### config.mk
export PLATFORM = sky130hd
export DESIGN_NAME = l2_read_arbiter
export DESIGN_NICKNAME = d
export VERILOG_FILES = /design/src/rtl/l2_arb_pkg.sv /design/src/rtl/rr_arbiter.sv /design/src/rtl/l2_read_arbiter.sv
export SDC_FILE = /design/constraint.sdc
export NUM_CORES = 1
export LEC_CHECK = 0
export ABC_AREA = 1
export ABC_CLOCK_PERIOD_IN_PS = 2980
export BUFFER_PORTS_ARGS = -buffer_cell sky130_fd_sc_hd__buf_2
export CORE_AREA = 3 3 485 487
export DETAILED_ROUTE_END_ITERATION = 16
export DIE_AREA = 0 0 488 490
export PLACE_DENSITY = 0.3
export SLEW_MARGIN = 20
export SYNTH_ARGS = -nofsm -noshare
export SYNTH_HDL_FRONTEND = slang
export SYNTH_SLANG_ARGS = --single-unit
### constraint.sdc
create_clock -name clk_i -period 2.98 [get_ports clk_i]
set_input_delay 0.596 -clock clk_i [delete_from_list [all_inputs] [get_ports clk_i]]
set_output_delay 0.596 -clock clk_i [all_outputs]
set_load 0.01 [all_outputs]
### src/rtl/l2_arb_pkg.sv
// rtl/l2_arb_pkg.sv - shared types and helpers for the L2 read arbiter
//
// Contents:
//   L2_ADDR_W/L2_ID_W/L2_SIZE_W  default field widths of a tile read request
//   src_w()                      width of the source index stamped into the ID
//   grant_state_t                request-side grant FSM states
//   l2_rd_req_t                  packed {addr, id, size} read request
package l2_arb_pkg;

  localparam int L2_ADDR_W = 40;
  localparam int L2_ID_W   = 4;
  localparam int L2_SIZE_W = 3;

  // A single requester still needs one bit so the ID concatenation stays legal.
  function automatic int src_w(input int num_req);
    return (num_req > 1) ? $clog2(num_req) : 1;
  endfunction

  typedef enum logic [0:0] {
    GRANT_IDLE = 1'b0,
    GRANT_HOLD = 1'b1
  } grant_state_t;

  typedef struct packed {
    logic [L2_ADDR_W-1:0] addr;
    logic [L2_ID_W-1:0]   id;
    logic [L2_SIZE_W-1:0] size;
  } l2_rd_req_t;

endpackage

### src/rtl/rr_arbiter.sv
// rtl/rr_arbiter.sv - combinational round-robin pick from a request vector
//
// Ports:
//   req_i        per-index request (already qualified by the caller)
//   ptr_i        highest-priority index this cycle (must be < NUM_REQ)
//   gnt_o        one-hot grant
//   gnt_idx_o    encoded grant index
//   gnt_valid_o  at least one request present
module rr_arbiter
  import l2_arb_pkg::*;
#(
  parameter int NUM_REQ = 3,
  parameter int SRC_W   = src_w(NUM_REQ)
) (
  input  logic [NUM_REQ-1:0] req_i,
  input  logic [SRC_W-1:0]   ptr_i,
  output logic [NUM_REQ-1:0] gnt_o,
  output logic [SRC_W-1:0]   gnt_idx_o,
  output logic               gnt_valid_o
);

  localparam logic [SRC_W:0] NUM_REQ_W = (SRC_W+1)'(NUM_REQ);

  logic [SRC_W:0]   w_sum;
  logic [SRC_W-1:0] w_idx;

  // Walk offsets from farthest to nearest so the nearest requester past the
  // pointer is the last (winning) assignment.
  always_comb begin
    gnt_o       = '0;
    gnt_idx_o   = '0;
    gnt_valid_o = 1'b0;
    w_sum       = '0;
    w_idx       = '0;
    for (int k = NUM_REQ - 1; k >= 0; k--) begin
      w_sum = {1'b0, ptr_i} + (SRC_W+1)'(k);
      if (w_sum >= NUM_REQ_W) begin
        w_sum = w_sum - NUM_REQ_W;
      end
      w_idx = w_sum[SRC_W-1:0];
      if (req_i[w_idx]) begin
        gnt_o        = '0;
        gnt_o[w_idx] = 1'b1;
        gnt_idx_o    = w_idx;
        gnt_valid_o  = 1'b1;
      end
    end
  end

endmodule

### src/rtl/l2_read_arbiter.sv
// rtl/l2_read_arbiter.sv - shares one L2 read channel among NUM_REQ requesters
//
// Ports:
//   clk_i, rstn_i        clock, synchronous active-low reset
//   req_*                per-requester read requests (valid/ready, addr/id/size)
//   mem_req_*            arbitrated downstream request, ID = {source, upstream ID}
//   mem_resp_*           downstream response beats, routed by the ID source bits
//   resp_*               per-requester valid/ready, shared id/data/last buses
//   route_err_o          sticky: a response carried a source index >= NUM_REQ
module l2_read_arbiter
  import l2_arb_pkg::*;
#(
  parameter int NUM_REQ   = 3,
  parameter int ADDR_W    = L2_ADDR_W,
  parameter int ID_W      = L2_ID_W,
  parameter int DATA_W    = 512,
  parameter int SIZE_W    = L2_SIZE_W,
  parameter int MAX_OUTST = 4
) (
  input  logic                              clk_i,
  input  logic                              rstn_i,
  input  logic [NUM_REQ-1:0]                req_valid_i,
  output logic [NUM_REQ-1:0]                req_ready_o,
  input  logic [NUM_REQ*ADDR_W-1:0]         req_addr_i,
  input  logic [NUM_REQ*ID_W-1:0]           req_id_i,
  input  logic [NUM_REQ*SIZE_W-1:0]         req_size_i,
  output logic                              mem_req_valid_o,
  input  logic                              mem_req_ready_i,
  output logic [ADDR_W-1:0]                 mem_req_addr_o,
  output logic [ID_W+src_w(NUM_REQ)-1:0]    mem_req_id_o,
  output logic [SIZE_W-1:0]                 mem_req_size_o,
  input  logic                              mem_resp_valid_i,
  output logic                              mem_resp_ready_o,
  input  logic [ID_W+src_w(NUM_REQ)-1:0]    mem_resp_id_i,
  input  logic [DATA_W-1:0]                 mem_resp_data_i,
  input  logic                              mem_resp_last_i,
  output logic [NUM_REQ-1:0]                resp_valid_o,
  input  logic [NUM_REQ-1:0]                resp_ready_i,
  output logic [ID_W-1:0]                   resp_id_o,
  output logic [DATA_W-1:0]                 resp_data_o,
  output logic                              resp_last_o,
  output logic                              route_err_o
);

  localparam int               SRC_W     = src_w(NUM_REQ);
  localparam int               CNT_W     = 4;
  localparam logic [CNT_W-1:0] MAX_CNT   = CNT_W'(MAX_OUTST);
  localparam logic [SRC_W:0]   NUM_REQ_W = (SRC_W+1)'(NUM_REQ);

  grant_state_t     r_state;
  logic [SRC_W-1:0] r_gnt_idx;
  logic [SRC_W-1:0] r_rr_ptr;
  logic [CNT_W-1:0] r_cnt [NUM_REQ];
  logic             r_route_err;

  logic [NUM_REQ-1:0] w_elig;
  logic [NUM_REQ-1:0] w_arb_gnt;
  logic [SRC_W-1:0]   w_arb_idx;
  logic               w_arb_valid;
  logic [NUM_REQ-1:0] w_sel_oh;
  logic [SRC_W-1:0]   w_sel_idx;
  logic               w_sel_valid;
  logic [ADDR_W-1:0]  w_sel_addr;
  logic [ID_W-1:0]    w_sel_id;
  logic [SIZE_W-1:0]  w_sel_size;
  logic               w_req_hs;
  logic [SRC_W-1:0]   w_src;
  logic               w_src_ok;
  logic               w_route_rdy;
  logic               w_resp_hs;
  logic [NUM_REQ-1:0] w_dec;
  logic [NUM_REQ-1:0] w_underflow;

  function automatic logic [SRC_W-1:0] f_next(input logic [SRC_W-1:0] idx);
    logic [SRC_W:0] s;
    s = {1'b0, idx} + 1'b1;
    return (s >= NUM_REQ_W) ? '0 : s[SRC_W-1:0];
  endfunction

  // A requester at its outstanding limit is invisible to arbitration.
  always_comb begin
    w_elig = '0;
    for (int i = 0; i < NUM_REQ; i++) begin
      w_elig[i] = req_valid_i[i] && (r_cnt[i] < MAX_CNT);
    end
  end

  rr_arbiter #(
    .NUM_REQ (NUM_REQ),
    .SRC_W   (SRC_W)
  ) u_rr_arbiter (
    .req_i       (w_elig),
    .ptr_i       (r_rr_ptr),
    .gnt_o       (w_arb_gnt),
    .gnt_idx_o   (w_arb_idx),
    .gnt_valid_o (w_arb_valid)
  );

  // Request path: in HOLD the grant stays on the latched index even if a
  // higher-priority requester shows up.
  always_comb begin
    w_sel_oh    = '0;
    w_sel_addr  = '0;
    w_sel_id    = '0;
    w_sel_size  = '0;
    w_sel_idx   = (r_state == GRANT_HOLD) ? r_gnt_idx : w_arb_idx;
    w_sel_valid = (r_state == GRANT_HOLD) ? req_valid_i[r_gnt_idx] : w_arb_valid;
    for (int i = 0; i < NUM_REQ; i++) begin
      w_sel_oh[i] = (r_state == GRANT_HOLD) ? (r_gnt_idx == SRC_W'(i)) : w_arb_gnt[i];
      if (w_sel_oh[i]) begin
        w_sel_addr = req_addr_i[i*ADDR_W +: ADDR_W];
        w_sel_id   = req_id_i[i*ID_W +: ID_W];
        w_sel_size = req_size_i[i*SIZE_W +: SIZE_W];
      end
    end
  end

  assign mem_req_valid_o = rstn_i && w_sel_valid;
  assign mem_req_addr_o  = w_sel_addr;
  assign mem_req_id_o    = {w_sel_idx, w_sel_id};
  assign mem_req_size_o  = w_sel_size;
  assign w_req_hs        = mem_req_valid_o && mem_req_ready_i;
  assign req_ready_o     = w_req_hs ? w_sel_oh : '0;

  // Response path: pure pass-through steered by the source bits. Beats with an
  // out-of-range source are swallowed so the downstream channel cannot wedge.
  assign w_src    = mem_resp_id_i[ID_W +: SRC_W];
  assign w_src_ok = ({1'b0, w_src} < NUM_REQ_W);

  always_comb begin
    resp_valid_o = '0;
    w_route_rdy  = 1'b0;
    for (int i = 0; i < NUM_REQ; i++) begin
      resp_valid_o[i] = rstn_i && mem_resp_valid_i && (w_src == SRC_W'(i));
      if (w_src == SRC_W'(i)) begin
        w_route_rdy = resp_ready_i[i];
      end
    end
  end

  assign mem_resp_ready_o = rstn_i && (w_src_ok ? w_route_rdy : 1'b1);
  assign w_resp_hs        = mem_resp_valid_i && mem_resp_ready_o;
  assign resp_id_o        = mem_resp_id_i[ID_W-1:0];
  assign resp_data_o      = mem_resp_data_i;
  assign resp_last_o      = mem_resp_last_i;
  assign route_err_o      = r_route_err;

  always_comb begin
    w_dec       = '0;
    w_underflow = '0;
    for (int i = 0; i < NUM_REQ; i++) begin
      w_dec[i]       = w_resp_hs && mem_resp_last_i && resp_valid_o[i];
      w_underflow[i] = w_dec[i] && !req_ready_o[i] && (r_cnt[i] == '0);
    end
  end

  always_ff @(posedge clk_i) begin
    if (!rstn_i) begin
      r_state     <= GRANT_IDLE;
      r_gnt_idx   <= '0;
      r_rr_ptr    <= '0;
      r_route_err <= 1'b0;
      for (int i = 0; i < NUM_REQ; i++) begin
        r_cnt[i] <= '0;
      end
    end else begin
      case (r_state)
        GRANT_IDLE: begin
          if (w_arb_valid) begin
            if (mem_req_ready_i) begin
              r_rr_ptr <= f_next(w_arb_idx);
            end else begin
              r_gnt_idx <= w_arb_idx;
              r_state   <= GRANT_HOLD;
            end
          end
        end
        GRANT_HOLD: begin
          if (w_req_hs) begin
            r_rr_ptr <= f_next(r_gnt_idx);
            r_state  <= GRANT_IDLE;
          end
        end
        default: r_state <= GRANT_IDLE;
      endcase

      if (w_resp_hs && !w_src_ok) begin
        r_route_err <= 1'b1;
      end

      // Simultaneous issue and retire cancel out; retire at zero saturates.
      for (int i = 0; i < NUM_REQ; i++) begin
        if (req_ready_o[i] && !w_dec[i]) begin
          r_cnt[i] <= r_cnt[i] + 1'b1;
        end else if (w_dec[i] && !req_ready_o[i] && (r_cnt[i] != '0)) begin
          r_cnt[i] <= r_cnt[i] - 1'b1;
        end
      end
    end
  end

  a_hold_valid_stable: assert property (@(posedge clk_i) disable iff (!rstn_i)
    (r_state == GRANT_HOLD) |-> req_valid_i[r_gnt_idx]);

  a_no_cnt_underflow: assert property (@(posedge clk_i) disable iff (!rstn_i)
    (w_underflow == '0));

endmodule
==> results.cfg <==
[finish]
drive_above_1_share = 0.7234
nNetsFinal = 1482
final_util = 0.04771
area_growth_pct = 67.60
final_cell_area_sq_mm = 0.01106
fillers = 27390
instances_no_fill = 3860

[sta]
fin_crit_ns = 3.323
timing.hold.ws_ns = 0.5114
tightest_slew_ns = 0.6754
setup_viol = 55
fin_crit_sh = 1.115
hold_viol = 0
rsz0062_at_grt = yes
layout_setup_ws_ns = -0.3430
slew_headroom = 0.5426
fmax_mhz = 300.9
fin_skew_ns = 0.005530
slew_violations = 0

[global_route]
antenna_found_initial = 53
grt_max_degree = 17
grt_usage = 0.1396
grt-ovfl-total = 0
grt_pass1_wl_um = 189900
grt_pass1_vias = 6220

[worst_hold_path]
hold_depth = 2
hp-class = flop to flop

[synth]
synth_warnings = 0
synth_compound_area_frac = 0.07640
syn-cell-area_sq_mm = 0.006600
synthSimpleGateAreaFrac = 0.1767
synth_top_family_by_area = buffers and inverters
synthXorXnorAreaFrac = 0.007962
synth.avg_cell_area_sq_um = 6.861
synth.area.mux_share = 0
syn-num-nets = 1644
ys_seq_elements = 18
ys_seq_area_frac = 0.07280
ys_types = 35
synthCells = 962
synthAdderAreaFrac = 0.02502

[clocking]
clk_pin_slew_worst_paths_ns = 0.06
cts_buffer_depth = 2
worst_skew_pair.late_latency_ns = 0.27
cts.sinks = 18
cts_tree = built
root_buffer = clkbuf_16
numCtsBuffers = 3
htreeDepth = 1

[drt]
drtIter0Drc = 335
wire_per_inst_um = 45.61
vias = 6488
viasPerCell = 1.681
detail_route.drc_violations = 0
routed_wl_um = 176100
dr.pass1.iters = 4
ant_nets = 0

[die]
die_x_um = 488
die_h_um = 490
num_rows = 177
dieArea_sq_mm = 0.2391
core_sq_mm = 0.2319
io_pins = 1245
initial_utilization = 0.02846

[pwr]
ir_drop_mv = 0.9289
power_leakage_nw = 3.423
power_density_mw_per_mm2 = 1545

[critical_path]
required_ns = 2.38
arrival_ns = 2.73
start_kind = flop
end_kind = primary output
reg2regPathDepth = 23
path_class = flop to primary output
crit_fanout = 9

[flow_run]
max-cap-violations = 0

[placed_design]
port_buffers = 212
hpwl_um = 163000
routabilityCongestion = 0.8681
numPlacedInstances = 3774
placed_area_sq_mm = 0.008442

[run_status]
status = finished, violations left
violations = setup timing
==> cell families (layout without fill, tap and decap cells) <==
logic type	after synthesis	after routing
adders and majority gates	12	12
other	0	18
and+or+nand+nor	252	252
buffers and inverters	590	427
AOI/OAI and AO/OA	84	84
xor gates and xnor gates	6	6
DFF	18	18
==> sequential cells by signal, summed over array words and instances, names as in the netlist <==
signal,count
route_err_o,1
r_cnt,12
r_state,1
r_rr_ptr,2
r_gnt_idx,2
==> metrics by stage <==
stage / worst slack (ns) / total power [W] / setup TNS, ns
floorplan: 0.05114 / 0.004298 / 0
global placement: -0.6601 / 0.01096 / -18.86
detailed placement: -0.6385 / 0.01090 / -17.78
CTS: -0.3663 / 0.01559 / -16.23
global route: -0.4580 / 0.01796 / -21.66
finish: -0.3430 / 0.01709 / -13.64
==> cell usage in the layout (no fill, tap or decap), types with 3 or more instances in the layout <==
cell type  netlist  layout
nand2_2          4      32
nand2_4          2      21
nand3_2         13      32
a21oi_1         12      10
buf_8            0       6
ha_1            10       4
buf_6            4      55
nor2_4           1       5
a31oi_4          0      35
buf_12           1      27
buf_2           12     162
buf_16           0       9
clkbuf_16        0       7
inv_2            8      12
nand3_4          0      12
o21ai_1          1       5
inv_1           39      29
ha_4             0       6
nor2_1          66      44
nand2_1         93      44
dfxtp_1          6       4
edfxtp_1        12      12
inv_4            0       3
nor2_2           2      20
nor3_1           4       4
buf_4          521     112
a31oi_2          0       6
a31oi_1         50       9
xor2_1           5       4
diode_2          0      18
o21ai_0         14       9
nand3_1         63      32
==> what timing repair did <==
item / CTS / global route
cloned: 9 / 4
setup buffers: 33 / 26
pin swaps: 35 / 67
hold buffers: 0 / 0
hold endpoints to repair: 0 / 0
gates resized for setup: 252 / 149
setup endpoints to repair: 53 / 74
==> Yosys cell counts <==
library cell | count | area, sq um
buf_4 | 521 | 3911
nand2_1 | 93 | 349.1
nor2_1 | 66 | 247.7
nand3_1 | 63 | 315.3
a31oi_1 | 50 | 312.8
inv_1 | 39 | 146.4
o21ai_0 | 14 | 70.07
nand3_2 | 13 | 130.1
a21oi_1 | 12 | 60.06
buf_2 | 12 | 60.06
edfxtp_1 | 12 | 360.4
ha_1 | 10 | 125.1
inv_2 | 8 | 30.03
dfxtp_1 | 6 | 120.1
clkbuf_1 | 5 | 18.77
xor2_1 | 5 | 43.79
buf_6 | 4 | 45.04
nand2_2 | 4 | 25.02
nor3_1 | 4 | 20.02
fa_1 | 2 | 40.04
nand2_4 | 2 | 22.52
nand4_1 | 2 | 12.51
nor2_2 | 2 | 12.51
o211ai_1 | 2 | 15.01
a211oi_1 | 1 | 7.510
a311oi_1 | 1 | 8.760
buf_12 | 1 | 20.02
nand3b_1 | 1 | 7.510
nand4_2 | 1 | 12.51
nor2_4 | 1 | 11.26
o21a_1 | 1 | 7.510
o21ai_1 | 1 | 5.000
o21ai_2 | 1 | 8.760
o311ai_1 | 1 | 8.760
xnor2_1 | 1 | 8.760
==> worst max-delay path, cell delays in order (launching register included) <==
cell       delay (ns)
dfxtp_2          0.33
inv_2            0.05
ha_4             0.30
inv_2            0.05
nand3_2          0.07
nand3_2          0.10
nand2_4          0.10
inv_2            0.05
buf_4            0.13
nand2_2          0.05
nand3_2          0.08
nand2_4          0.09
nand2_8          0.13
clkinv_16        0.14
buf_12           0.15
buf_12           0.13
nor2_2           0.05
a31oi_4          0.20
buf_6            0.19
==> path summary, 6_finish.rpt <==
path | from | endpoint | slack (ns)
hold / removal | route_err_o$_SDFFE_PN0P_ | route_err_o$_SDFFE_PN0P_ | 0.51
hold reg to reg | route_err_o$_SDFFE_PN0P_ | route_err_o$_SDFFE_PN0P_ | 0.51
setup reg to reg | r_rr_ptr[0]$_SDFFE_PN0P_ | r_rr_ptr[1]$_SDFFE_PN0P_ | -0.20
setup / recovery | r_rr_ptr[0]$_SDFFE_PN0P_ | mem_req_id_o[1] | -0.34
==> cell type report <==
| cell class | count | area [sq um] | area share |
|---|---|---|---|
| clock buffers | 3 | 75.07 | 0.006787 |
| inverters | 47 | 241.5 | 0.02183 |
| clock inverters | 1 | 3.754 | 0.0003393 |
| well taps | 3043 | 3807 | 0.3442 |
| multi-input cells | 354 | 3138 | 0.2837 |
| diodes | 18 | 45.04 | 0.004072 |
| repair buffers | 375 | 3249 | 0.2937 |
| flip-flops and latches | 18 | 485.5 | 0.04389 |
| repair inverters | 1 | 16.27 | 0.001470 |
==> metal layers <==
layer  part of all wire  vias up  track usage
met3               0.37      284       0.2454
met1               0.16     2678      0.06363
met5             0.0040        -      0.01711
met4              0.039       30      0.04324
li1                   -     2265            -
met2               0.42     1231       0.2111
==> power by group <==
| group | total [W] | leakage, nW | switching, W | internal, W |
|---|---|---|---|---|
| sequential | 0.000470 | 0.175 | 0.0000886 | 0.000382 |
| clock | 0.000303 | 0.0386 | 0.000123 | 0.000180 |
| combinational | 0.0163 | 3.21 | 0.00904 | 0.00727 |
(Power assumes the default switching activity.)
